$ cat src/rtl/riscv_run_ctrl.sv
// Run controller for the RISC-V core behind the AXI4-Lite register block.
// Sequences core reset/enable around a cycle-budgeted run and issues
// instruction-memory write strobes from register-block command ticks.
module riscv_run_ctrl #(
  parameter int unsigned IMEM_ADDR_WIDTH = 10
) (
  input  logic                       S_AXI_ACLK,
  input  logic                       S_AXI_ARESETN,
  input  logic                       i_run,
  input  logic [31:0]                i_num_cycle,
  input  logic                       i_mem_reset_n,
  input  logic                       i_instruction_write,
  input  logic [31:0]                i_instr_addr,
  input  logic [31:0]                i_instr_data,
  input  logic                       i_core_halt,
  output logic                       o_idle,
  output logic                       o_running,
  output logic                       o_done,
  output logic                       o_core_reset_n,
  output logic                       o_core_en,
  output logic                       o_imem_we,
  output logic [IMEM_ADDR_WIDTH-1:0] o_imem_addr,
  output logic [31:0]                o_imem_wdata,
  output logic [31:0]                o_cycle_count,
  output logic                       o_halted,
  output logic                       o_wr_err
);

  localparam logic [1:0] StIdle = 2'd0;
  localparam logic [1:0] StPrep = 2'd1;
  localparam logic [1:0] StRun  = 2'd2;
  localparam logic [1:0] StDone = 2'd3;

  logic [1:0]                 state_q, state_d;
  logic [31:0]                num_q, num_d;
  logic [31:0]                count_q, count_d;
  logic                       halted_q, halted_d;
  logic                       wr_err_q, wr_err_d;
  logic                       prep_q, prep_d;
  logic                       imem_we_q, imem_we_d;
  logic [IMEM_ADDR_WIDTH-1:0] imem_addr_q, imem_addr_d;
  logic [31:0]                imem_wdata_q, imem_wdata_d;

  logic addr_ok;
  logic wr_accept;
  logic wr_drop;

  // Write address must be word aligned and fall inside the memory.
  assign addr_ok   = (i_instr_addr[1:0] == 2'b00) &&
                     ((i_instr_addr >> (IMEM_ADDR_WIDTH + 2)) == 32'd0);
  assign wr_accept = i_instruction_write && i_mem_reset_n && (state_q == StIdle) && addr_ok;
  // Soft reset suppresses the error flag as well as the write itself.
  assign wr_drop   = i_instruction_write && i_mem_reset_n && !wr_accept;

  // Next-state logic for the run FSM, counters and write path.
  always_comb begin
    state_d      = state_q;
    num_d        = num_q;
    count_d      = count_q;
    halted_d     = halted_q;
    wr_err_d     = wr_err_q;
    prep_d       = prep_q;
    imem_we_d    = wr_accept;
    imem_addr_d  = imem_addr_q;
    imem_wdata_d = imem_wdata_q;

    if (wr_accept) begin
      imem_addr_d  = i_instr_addr[IMEM_ADDR_WIDTH+1:2];
      imem_wdata_d = i_instr_data;
    end

    if (!i_mem_reset_n) begin
      state_d = StIdle;
      count_d = 32'd0;
      prep_d  = 1'b0;
    end else begin
      unique case (state_q)
        StIdle: begin
          if (i_run) begin
            num_d    = i_num_cycle;
            count_d  = 32'd0;
            halted_d = 1'b0;
            wr_err_d = 1'b0;
            prep_d   = 1'b0;
            state_d  = (i_num_cycle == 32'd0) ? StDone : StPrep;
          end
        end
        StPrep: begin
          if (prep_q) begin
            state_d = StRun;
          end else begin
            prep_d = 1'b1;
          end
        end
        StRun: begin
          count_d = count_q + 32'd1;
          // Exit compare fires at N, so the counter never wraps.
          if ((count_d == num_q) || i_core_halt) begin
            state_d = StDone;
          end
          if (i_core_halt) begin
            halted_d = 1'b1;
          end
        end
        StDone: begin
          state_d = StIdle;
        end
      endcase
    end

    // A dropped write in the same cycle as a run start still reports.
    if (wr_drop) begin
      wr_err_d = 1'b1;
    end
  end

  // State registers with asynchronous active-low reset.
  always_ff @(posedge S_AXI_ACLK or negedge S_AXI_ARESETN) begin
    if (!S_AXI_ARESETN) begin
      state_q      <= StIdle;
      num_q        <= 32'd0;
      count_q      <= 32'd0;
      halted_q     <= 1'b0;
      wr_err_q     <= 1'b0;
      prep_q       <= 1'b0;
      imem_we_q    <= 1'b0;
      imem_addr_q  <= '0;
      imem_wdata_q <= 32'd0;
    end else begin
      state_q      <= state_d;
      num_q        <= num_d;
      count_q      <= count_d;
      halted_q     <= halted_d;
      wr_err_q     <= wr_err_d;
      prep_q       <= prep_d;
      imem_we_q    <= imem_we_d;
      imem_addr_q  <= imem_addr_d;
      imem_wdata_q <= imem_wdata_d;
    end
  end

  assign o_idle         = (state_q == StIdle);
  assign o_running      = (state_q == StPrep) || (state_q == StRun);
  assign o_done         = (state_q == StDone);
  assign o_core_reset_n = (state_q == StRun);
  assign o_core_en      = (state_q == StRun);
  assign o_imem_we      = imem_we_q;
  assign o_imem_addr    = imem_addr_q;
  assign o_imem_wdata   = imem_wdata_q;
  assign o_cycle_count  = count_q;
  assign o_halted       = halted_q;
  assign o_wr_err       = wr_err_q;

endmodule

$ cat config.mk
export PLATFORM = sky130hd
export DESIGN_NAME = riscv_run_ctrl
export DESIGN_NICKNAME = d
export VERILOG_FILES = /design/src/rtl/riscv_run_ctrl.sv
export SDC_FILE = /design/constraint.sdc
export NUM_CORES = 1
export LEC_CHECK = 0
export CAP_MARGIN = 40
export CORE_ASPECT_RATIO = 1.2
export CORE_UTILIZATION = 50
export DETAILED_ROUTE_END_ITERATION = 16
export GPL_TIMING_DRIVEN = 0
export PLACE_DENSITY = 0.9
export SLEW_MARGIN = 5
export SYNTH_ARGS = -nofsm -noshare
export SYNTH_HDL_FRONTEND = slang
export SYNTH_SLANG_ARGS = --single-unit
$ cat constraint.sdc
create_clock -name S_AXI_ACLK -period 6 [get_ports S_AXI_ACLK]
set_input_delay 0.9 -clock S_AXI_ACLK [delete_from_list [all_inputs] [get_ports S_AXI_ACLK]]
set_output_delay 0.9 -clock S_AXI_ACLK [all_outputs]
set_load 0.05 [all_outputs]
==> metrics.txt, run 1 <==
status completed; drt total wl 19070 um; grt ovf 0; Post-CTS Setup Bufs 0; number of synthesized flops with an enable pin 0; Setup TNS Final 0 ns; initial core utilization 0.5136; Place WS 2.359 ns; highest clock rate 289.5 MHz; GR Util All Layers 0.3219; metal3 WL 1337 um; n_diodes 0; TritonCTS buffer count 9; Final WS setup 2.546 ns; die area 12270 um^2; sw frac 0.3418; hold_ws 0.5073 ns; Worst Path Required 6.26 ns; Worst path top cell family by delay simple AND/OR/NAND/NOR gates; DR WL/cell 20.76 um; Clock Power Share 0.252; worst endpoint data arrival time 3.71 ns; CTS hold repair buffers 0; Worst-Skew Late Latency 0.35 ns; fin area 8262 um^2; slowest CP cell nor3_1; Peak VDD IR 293.0 uV; Die X-Extent 101.3 um; Antenna Nets Post-Route 0; DR DRC count 0; slew margin rel. 0.4238; Pwr Density 283.6 nW/um^2; core box area 11510 um^2; Yosys top cell by area dfrtp_1; CTS tree yes; most frequent CP cell mux2i_1; max-cap viol count 0; M1 wire length 6944 um; Final setup viols 0; worst path bufs/invs 1; # rows 43; Final Net Count 865; Top Metal Used met4; crit-path max cell delay 0.74 ns; crit end category register; synth warn 0; Worst Tran Pin Value 0.8572 ns; die height 121.1 um; Distinct cells, synth 49; first-pass GRT wire length 29420 um; fraction of registers with async set/reset 1.000; combinational power share 0.327; Clock Path Buffers 2; fin crit share 0.5757; port bufs 183; LEAKAGE 3.384 nW; crit path max fanout 9; Crit Path Class reg2reg; Core Util, Final 0.7176; sequential power share 0.421; clock root cell clkbuf_16; most frequent cell after synthesis dfrtp_1; Most used DFF post-synth dfrtp_1; violation count after the first detailed-routing iteration 403; initial antenna violation count 0; Clock Pin Slew Worst Setup and Hold Paths 0.08 ns; Yosys top cell area share 0.4740; placed cell areas 7980 um^2; layout cells sized above 1 0.1470; number of global-route vias before repair 5669; htree depth 3; Synth Cell Area 5913 um^2; Yosys reg bits 112; Area contributors post-synth dfrtp_1 (47%), mux2_2 (14%), xnor2_1 (4.7%); Max Slew Vio Count 0; largest net degree at the start of global routing 69; Final Hold Violating Endpoints 0; hold crit path type reg2reg; Vias/cell 5.963; internal power 1.542 mW; Cells after Synth 561; Post-synth top cells dfrtp_1 (112), mux2_2 (75), nand2_1 (62); Layout Skew 0.01194 ns; startpoint types register; Vias 5480; Post-Syn Nets 669; Syn-to-layout area delta 39.72%; Detail Placement HPWL 14460 um; post-cts gate resize count 0; unrepaired setup endpoints after global routing no; NetSw 0.8006 mW; Clock Sinks 112; RePlAce Congestion 0.9373; critical-path cell list buf_2, nand3_1, nor3_1, nand2b_1, mux2i_1, or4_1, nor4_2, o31ai_2, mux2i_1; drt first pass iters 5; min Tclk post-route 3.454 ns; sequential element share of the synthesized area 0.4740; met2 wire length 9943 um; Synth Area per Inst 10.54 um^2; I/O pin count 184
-- layout by cell type (no fill, tap or decap), types with 12 or more instances in the layout --
| master | instances |
|---|---|
| xor2_1 | 12 |
| xnor2_1 | 32 |
| o21ai_0 | 44 |
| mux2_2 | 75 |
| clkbuf_1 | 24 |
| clkdlybuf4s50_1 | 182 |
| nand4_1 | 19 |
| nand2_1 | 62 |
| nand3_1 | 16 |
| nor2_1 | 19 |
| dfrtp_1 | 112 |
| nor4_1 | 20 |
-- layout make-up --
class                           count  area, um^2
Multi-Input combinational cell    408        2942
Clock inverter                      5       48.80
Timing Repair Buffer              185        1864
Tap cell                          157       196.4
Buffer                             36       156.4
Sequential cell                   112        2803
Inverter                            5       18.77
Clock buffer                       11       232.7
Fill cell                         835        3252
-- state kept, by name, indices dropped and copies added, names as in the netlist --
signal and cells:
o_imem_we 1, o_wr_err 1, num_q 32, prep_q 1
state_q 2, o_imem_wdata 32, o_halted 1, o_cycle_count 32
o_imem_addr 10
-- cell families (layout without fill, tap and decap cells) --
logic type,Yosys count,after routing,share of synthesized area
compound gates,95,95,0.1020
xor+xnor,44,44,0.06517
fa+ha+maj,6,6,0.01270
buf+inv,41,242,0.02962
flops,112,112,0.4740
mux,80,80,0.1513
simple gates,183,183,0.1653
-- worst paths after layout --
kind	startpoint	end	slack, ns	depth (start not counted)
max	o_cycle_count[2]	state_q[1]	2.55	9
min	o_wr_err	o_wr_err	0.51	2
max reg2reg	o_cycle_count[2]	state_q[1]	2.55	9
min reg2reg	o_wr_err	o_wr_err	0.51	2
max in group asynchronous	S_AXI_ARESETN	o_imem_addr[2]	4.71	2
min in group asynchronous	S_AXI_ARESETN	o_imem_wdata[20]	0.55	1
-- power by group through the flow --
stage	registers, mW	clock network, mW	logic [mW]
final	0.987	0.590	0.766
after CTS	0.984	0.592	0.758
after global placement	0.987	0	0.718
after detailed placement	0.996	0	0.745
after floorplan	0.972	0	0.502
after global routing	0.996	0.615	0.817
-- worst register-to-register path, stage by stage, from the launching register on --
cell      delay [ns]
dfrtp_1         0.34
buf_2           0.20
nand3_1         0.33
nor3_1          0.74
nand2b_1        0.31
mux2i_1         0.21
or4_1           0.54
nor4_2          0.33
o31ai_2         0.13
mux2i_1         0.24
-- through the flow --
step,instances,power (mW)
floorplan,561,1.475
global placement,901,1.705
detailed placement,903,1.741
CTS,919,2.333
global route,919,2.428
finish,919,2.343
-- per-layer routing --
metal	up-vias	GRT usage
met5	-	0
met2	304	0.5702
met3	65	0.05588
met4	0	0.1603
met1	2665	0.3704
li1	2446	-
Power figures use the tool's default switching activity.
==> inputs of run 2 (changes only) <==
- CORE_UTILIZATION: 50 -> 47
- PLACE_DENSITY: 0.9 -> 0.86
- clock period: 6 -> 3.3 ns (I/O delays scaled with it)
==> run 2 against run 1 <==
Compared with the run above:
- power rose by 82%
- clock power rose by 90%
- clock-buffer cell count rose by 1
- worst hold slack got worse by 0.50 ns
- sequential cell count did not move
- critical path type unchanged
- critical endpoint unchanged
- largest cell class unchanged
==> metrics.txt, run 2 (synthesis results as in run 1) <==
drt first pass iters 6 (was 5); Layout Skew 0.007249 ns (was 0.01194 ns); drt total wl 18120 um (was 19070 um); crit end category register (unchanged); Final setup viols 0 (unchanged); port bufs 183 (unchanged); Antenna Nets Post-Route 0 (unchanged); startpoint types register (unchanged); initial core utilization 0.4860 (was 0.5136); I/O pin count 184 (unchanged); Crit Path Class reg2reg (unchanged); Core Util, Final 0.6846 (was 0.7176); die area 13040 um^2 (was 12270 um^2); Setup TNS Final 0 ns (unchanged); hold crit path type in2async (was reg2reg); combinational power share 0.322 (was 0.327); DR WL/cell 19.61 um (was 20.76 um); NetSw 1.388 mW (was 0.8006 mW); LEAKAGE 3.406 nW (was 3.384 nW); number of global-route vias before repair 5546 (was 5669); layout cells sized above 1 0.1560 (was 0.1470); largest net degree at the start of global routing 85 (was 69); RePlAce Congestion 0.9277 (was 0.9373); crit path max fanout 9 (unchanged); Clock Path Buffers 2 (unchanged); min Tclk post-route 3.200 ns (was 3.454 ns); violation count after the first detailed-routing iteration 330 (was 403); Worst Path Required 3.53 ns (was 6.26 ns); Peak VDD IR 293.1 uV (was 293.0 uV); status completed (unchanged); max-cap viol count 0 (unchanged); Max Slew Vio Count 0 (unchanged); die height 124.9 um (was 121.1 um); TritonCTS buffer count 9 (unchanged); CTS hold repair buffers 0 (unchanged); core box area 12170 um^2 (was 11510 um^2); Clock Power Share 0.261 (was 0.252); initial antenna violation count 0 (unchanged); GR Util All Layers 0.2820 (was 0.3219); Detail Placement HPWL 13550 um (was 14460 um); n_diodes 0 (unchanged); Pwr Density 512.9 nW/um^2 (was 283.6 nW/um^2); DR DRC count 0 (unchanged); Vias 5394 (was 5480); CTS tree yes (unchanged); slew margin rel. 0.5225 (was 0.4238); # rows 44 (was 43); unrepaired setup endpoints after global routing no (unchanged); Post-CTS Setup Bufs 0 (unchanged); Final Hold Violating Endpoints 0 (unchanged); sequential power share 0.417 (was 0.421); internal power 2.884 mW (was 1.542 mW); sw frac 0.3248 (was 0.3418); highest clock rate 312.5 MHz (was 289.5 MHz); htree depth 3 (unchanged); Die X-Extent 104.4 um (was 101.3 um); grt ovf 0 (unchanged); Worst-Skew Late Latency 0.36 ns (was 0.35 ns); worst endpoint data arrival time 3.43 ns (was 3.71 ns); commonest non-fill, non-tap cells in the layout clkdlybuf4s50_1 (182), dfrtp_1 (112), mux2_2 (75) (unchanged); Clock Pin Slew Worst Setup and Hold Paths 0.07 ns (was 0.08 ns); clock root cell clkbuf_16 (unchanged); Final Net Count 866 (was 865); Worst Tran Pin Value 0.7087 ns (was 0.8572 ns); leading cell type in the layout, fill and taps excluded clkdlybuf4s50_1 (unchanged); Vias/cell 5.838 (was 5.963); Clock Sinks 112 (unchanged); first-pass GRT wire length 28460 um (was 29420 um); Syn-to-layout area delta 40.86% (was 39.72%); fin crit share 0.9696 (was 0.5757)
==> run 2: cell types whose count changed in the layout (fill, tap and decap cells not counted), sizes merged <==
cell | before | now
inv | 8 | 5
clkinvlp | 0 | 2
bufinv | 0 | 1
clkbuf | 33 | 34
clkdlybuf4s18 | 0 | 1
clkinv | 2 | 1
==> run 2: final cells by class <==
type / count / area [um^2]
sequential: 112 / 2803
clock inverter: 4 / 53.80
tap: 161 / 201.4
fill: 922 / 3837
buffer: 36 / 158.9
inverter: 5 / 18.77
clock buffer: 12 / 246.5
timing repair buffer: 186 / 1878
multi-input combinational: 408 / 2969
==> run 2: path summary, 6_finish.rpt <==
kind	start	to	slack, ns	depth (start not counted)
worst max-delay path	o_cycle_count[4]	state_q[1]	0.10	10
worst min-delay path	S_AXI_ARESETN	o_cycle_count[11]	0.005	1
worst max register to register	o_cycle_count[4]	state_q[1]	0.10	10
worst min register to register	o_wr_err	o_wr_err	0.49	2
max in group asynchronous	S_AXI_ARESETN	o_imem_addr[7]	2.59	2
min in group S_AXI_ACLK	o_wr_err	o_wr_err	0.49	2
==> run 2: metrics by stage <==
stage	instances	hold WS [ns]	total power, mW	worst slack, ns	area (um^2)
6_report	924	0.005292	4.272	0.1002	8329
5_1_grt	924	0.02318	4.467	0.005540	8329
4_1_cts	924	0.009668	4.277	0.02903	8304
3_5_place_dp	908	0.3883	3.157	-0.1559	7993
3_3_place_gp	905	0.4641	3.097	-2.512	7946
2_1_floorplan	561	0.1994	2.681	0.1749	5913
==> run 2: repair_timing <==
action,CTS,global route
endpoints found under the setup margin,22,22
gates cloned,0,0
resized for setup,2,8
==> run 2: power by group through the flow <==
stage          logic, mW  clock network, mW  registers (mW)
2_1_floorplan      0.914                  0            1.77
3_3_place_gp        1.30                  0            1.79
3_5_place_dp        1.35                  0            1.81
4_1_cts             1.37               1.13            1.78
5_1_grt             1.48               1.18            1.81
6_report            1.37               1.12            1.78
==> run 2: worst max-delay path, stage by stage (launching register included) <==
cell and delay (ns):
dfrtp_1 0.37, buf_2 0.24, nand4_2 0.26, or3_1 0.42, buf_2 0.21, nor4_1 0.39, o22ai_1 0.12, or4_1 0.45
nor4_2 0.32, o31ai_2 0.13, mux2i_1 0.15
==> run 2: routing by layer <==
layer | GRT usage | vias up | routed length (um)
li1 | - | 2450 | -
met1 | 0.3189 | 2598 | 6765
met2 | 0.4881 | 295 | 9110
met3 | 0.07012 | 51 | 1653
met4 | 0.1471 | 0 | 594
met5 | 0 | - | 0
==> inputs of run 3 (changes only) <==
- PLACE_DENSITY: 0.86 -> unset
- PLACE_DENSITY_LB_ADDON: unset -> 0.12
==> run 3 against run 2 <==
Compared with the run above:
- first-iteration DRC count decreased by 34%
- sequential share of layout area decreased by 0.22 points
- combinational power about the same
- sequential cell count unchanged
- setup slack improved by 0.014 ns
- clock power increased by 9%
- critical path type unchanged
- utilization increased by 0.44 points
- clock-buffer cell count decreased by 2
==> metrics.txt, run 3 (synthesis results as in run 1) <==
Final setup viols 0 (unchanged); Clock Pin Slew Worst Setup and Hold Paths 0.08 ns (was 0.07 ns); Worst Path Required 3.52 ns (was 3.53 ns); Final WS setup 0.1138 ns (was 0.1002 ns); Detail Placement HPWL 13530 um (was 13550 um); Final Hold Violating Endpoints 0 (unchanged); Layout Cells excl Fill 924 (unchanged); Final Net Count 866 (unchanged); drt total wl 17650 um (was 18120 um); Vias/cell 5.721 (was 5.838); RePlAce Congestion 0.9317 (was 0.9277); initial core utilization 0.4860 (unchanged); hold crit path type reg2reg (was in2async); worst endpoint data arrival time 3.41 ns (was 3.43 ns); LEAKAGE 3.455 nW (was 3.406 nW); Syn-to-layout area delta 41.77% (was 40.86%); Vias 5286 (was 5394); crit path max fanout 10 (was 9); crit-path max cell delay 0.60 ns (was 0.45 ns); largest net degree at the start of global routing 91 (was 85); commonest non-fill, non-tap cells in the layout clkdlybuf4s50_1 (182), dfrtp_1 (112), mux2_2 (75) (unchanged); number of global-route vias before repair 5472 (was 5546); Pwr Density 520.9 nW/um^2 (was 512.9 nW/um^2); die height 124.9 um (unchanged); Place WS -0.05818 ns (was -0.1559 ns); crit end category register (unchanged); DR DRC count 0 (unchanged); grt ovf 0 (unchanged); status completed (unchanged); TritonCTS buffer count 9 (unchanged); Die X-Extent 104.4 um (unchanged); min Tclk post-route 3.186 ns (was 3.200 ns); Core Util, Final 0.6890 (was 0.6846); worst path bufs/invs 2 (unchanged); Worst path top cell family by delay simple AND/OR/NAND/NOR gates (unchanged); fin crit share 0.9655 (was 0.9696); # fillers 929 (was 922); port bufs 183 (unchanged); fin area 8383 um^2 (was 8329 um^2); hold_ws 0.5038 ns (was 0.005292 ns); Clock Path Buffers 2 (unchanged); slew margin rel. 0.5083 (was 0.5225); placed insts 907 (was 908); slowest CP cell or4_1 (unchanged); max-cap viol count 0 (unchanged); n_diodes 0 (unchanged); clock root cell clkbuf_16 (unchanged); # rows 44 (unchanged); Peak VDD IR 382.4 uV (was 293.1 uV); die area 13040 um^2 (unchanged); CTS tree yes (unchanged); first-pass GRT wire length 28570 um (was 28460 um); Max Slew Vio Count 0 (unchanged); htree depth 3 (unchanged); Layout Skew 0.007959 ns (was 0.007249 ns); GR Util All Layers 0.2819 (was 0.2820); highest clock rate 313.9 MHz (was 312.5 MHz); critical-path cell list buf_4, nand4_1, or4_1, buf_2, nand2b_1, mux2i_1, or4_1, nor4_4, o31ai_2, mux2i_1 (was buf_2, nand4_2, or3_1, buf_2, nor4_1, o22ai_1, or4_1, nor4_2, o31ai_2, mux2i_1); Antenna Nets Post-Route 0 (unchanged); initial antenna violation count 0 (unchanged); placed cell areas 7989 um^2 (was 7993 um^2); Worst Tran Pin Value 0.7308 ns (was 0.7087 ns); startpoint types register (unchanged); DR WL/cell 19.10 um (was 19.61 um); Worst-Skew Late Latency 0.35 ns (was 0.36 ns); I/O pin count 184 (unchanged); violation count after the first detailed-routing iteration 217 (was 330); Crit Path Class reg2reg (unchanged); layout cells sized above 1 0.1547 (was 0.1560); Clock Sinks 112 (unchanged); unrepaired setup endpoints after global routing no (unchanged); drt first pass iters 5 (was 6); leading cell type in the layout, fill and taps excluded clkdlybuf4s50_1 (unchanged); core box area 12170 um^2 (unchanged)
run 3: area by class of cell:
| cell class | count | area, um^2 | share of cell area |
|---|---|---|---|
| well taps | 161 | 201.4 | 0.02403 |
| flip-flops and latches | 112 | 2803 | 0.3343 |
| multi-input cells | 408 | 2988 | 0.3564 |
| clock inverters | 6 | 98.84 | 0.01179 |
| clock buffers | 10 | 239.0 | 0.02851 |
| inverters | 5 | 18.77 | 0.002239 |
| repair buffers | 186 | 1878 | 0.2240 |
| plain buffers | 36 | 156.4 | 0.01866 |
run 3: final timing paths:
kind                                    from                end  slack, ns  cells after the start
hold reg to reg                     o_wr_err           o_wr_err       0.50                      2
setup / recovery           o_cycle_count[11]         state_q[1]       0.11                     10
max in group asynchronous      S_AXI_ARESETN          o_imem_we       2.02                      3
min in group asynchronous      S_AXI_ARESETN  o_cycle_count[12]       0.56                      2
hold / removal                      o_wr_err           o_wr_err       0.50                      2
setup reg to reg           o_cycle_count[11]         state_q[1]       0.11                     10
run 3: routing by layer:
metal	vias up	routed length (um)	track usage
met2	241	8982	0.4858
met4	0	569	0.1227
met5	-	0	0
met3	41	1472	0.08163
met1	2558	6626	0.3229
li1	2446	-	-
run 3: repair_timing:
action                                  4_1_cts  5_1_grt
endpoints found under the setup margin        2       40
hold endpoints to repair                     22        0
hold buffers                                  1        0
cloned                                        0        0
resized for setup                             2        5
setup buffers                                 0        0
run 3: worst reg2reg max path: stages (launching register included):
cell and delay, ns:
dfrtp_1 0.35, buf_4 0.17, nand4_1 0.24, or4_1 0.52, buf_2 0.19, nand2b_1 0.25, mux2i_1 0.17, or4_1 0.60
nor4_4 0.31, o31ai_2 0.13, mux2i_1 0.14
run 3: metrics by stage:
| step | setup TNS (ns) | power (mW) |
|---|---|---|
| floorplan | 0 | 2.681 |
| global placement | -302.82 | 3.111 |
| detailed placement | -0.1101 | 3.154 |
| CTS | 0 | 4.381 |
| global route | 0 | 4.572 |
| finish | 0 | 4.366 |
run 3: power by group:
| group | switching [mW] | internal, mW |
|---|---|---|
| clock network | 0.520 | 0.699 |
| logic | 0.678 | 0.679 |
| registers | 0.197 | 1.59 |
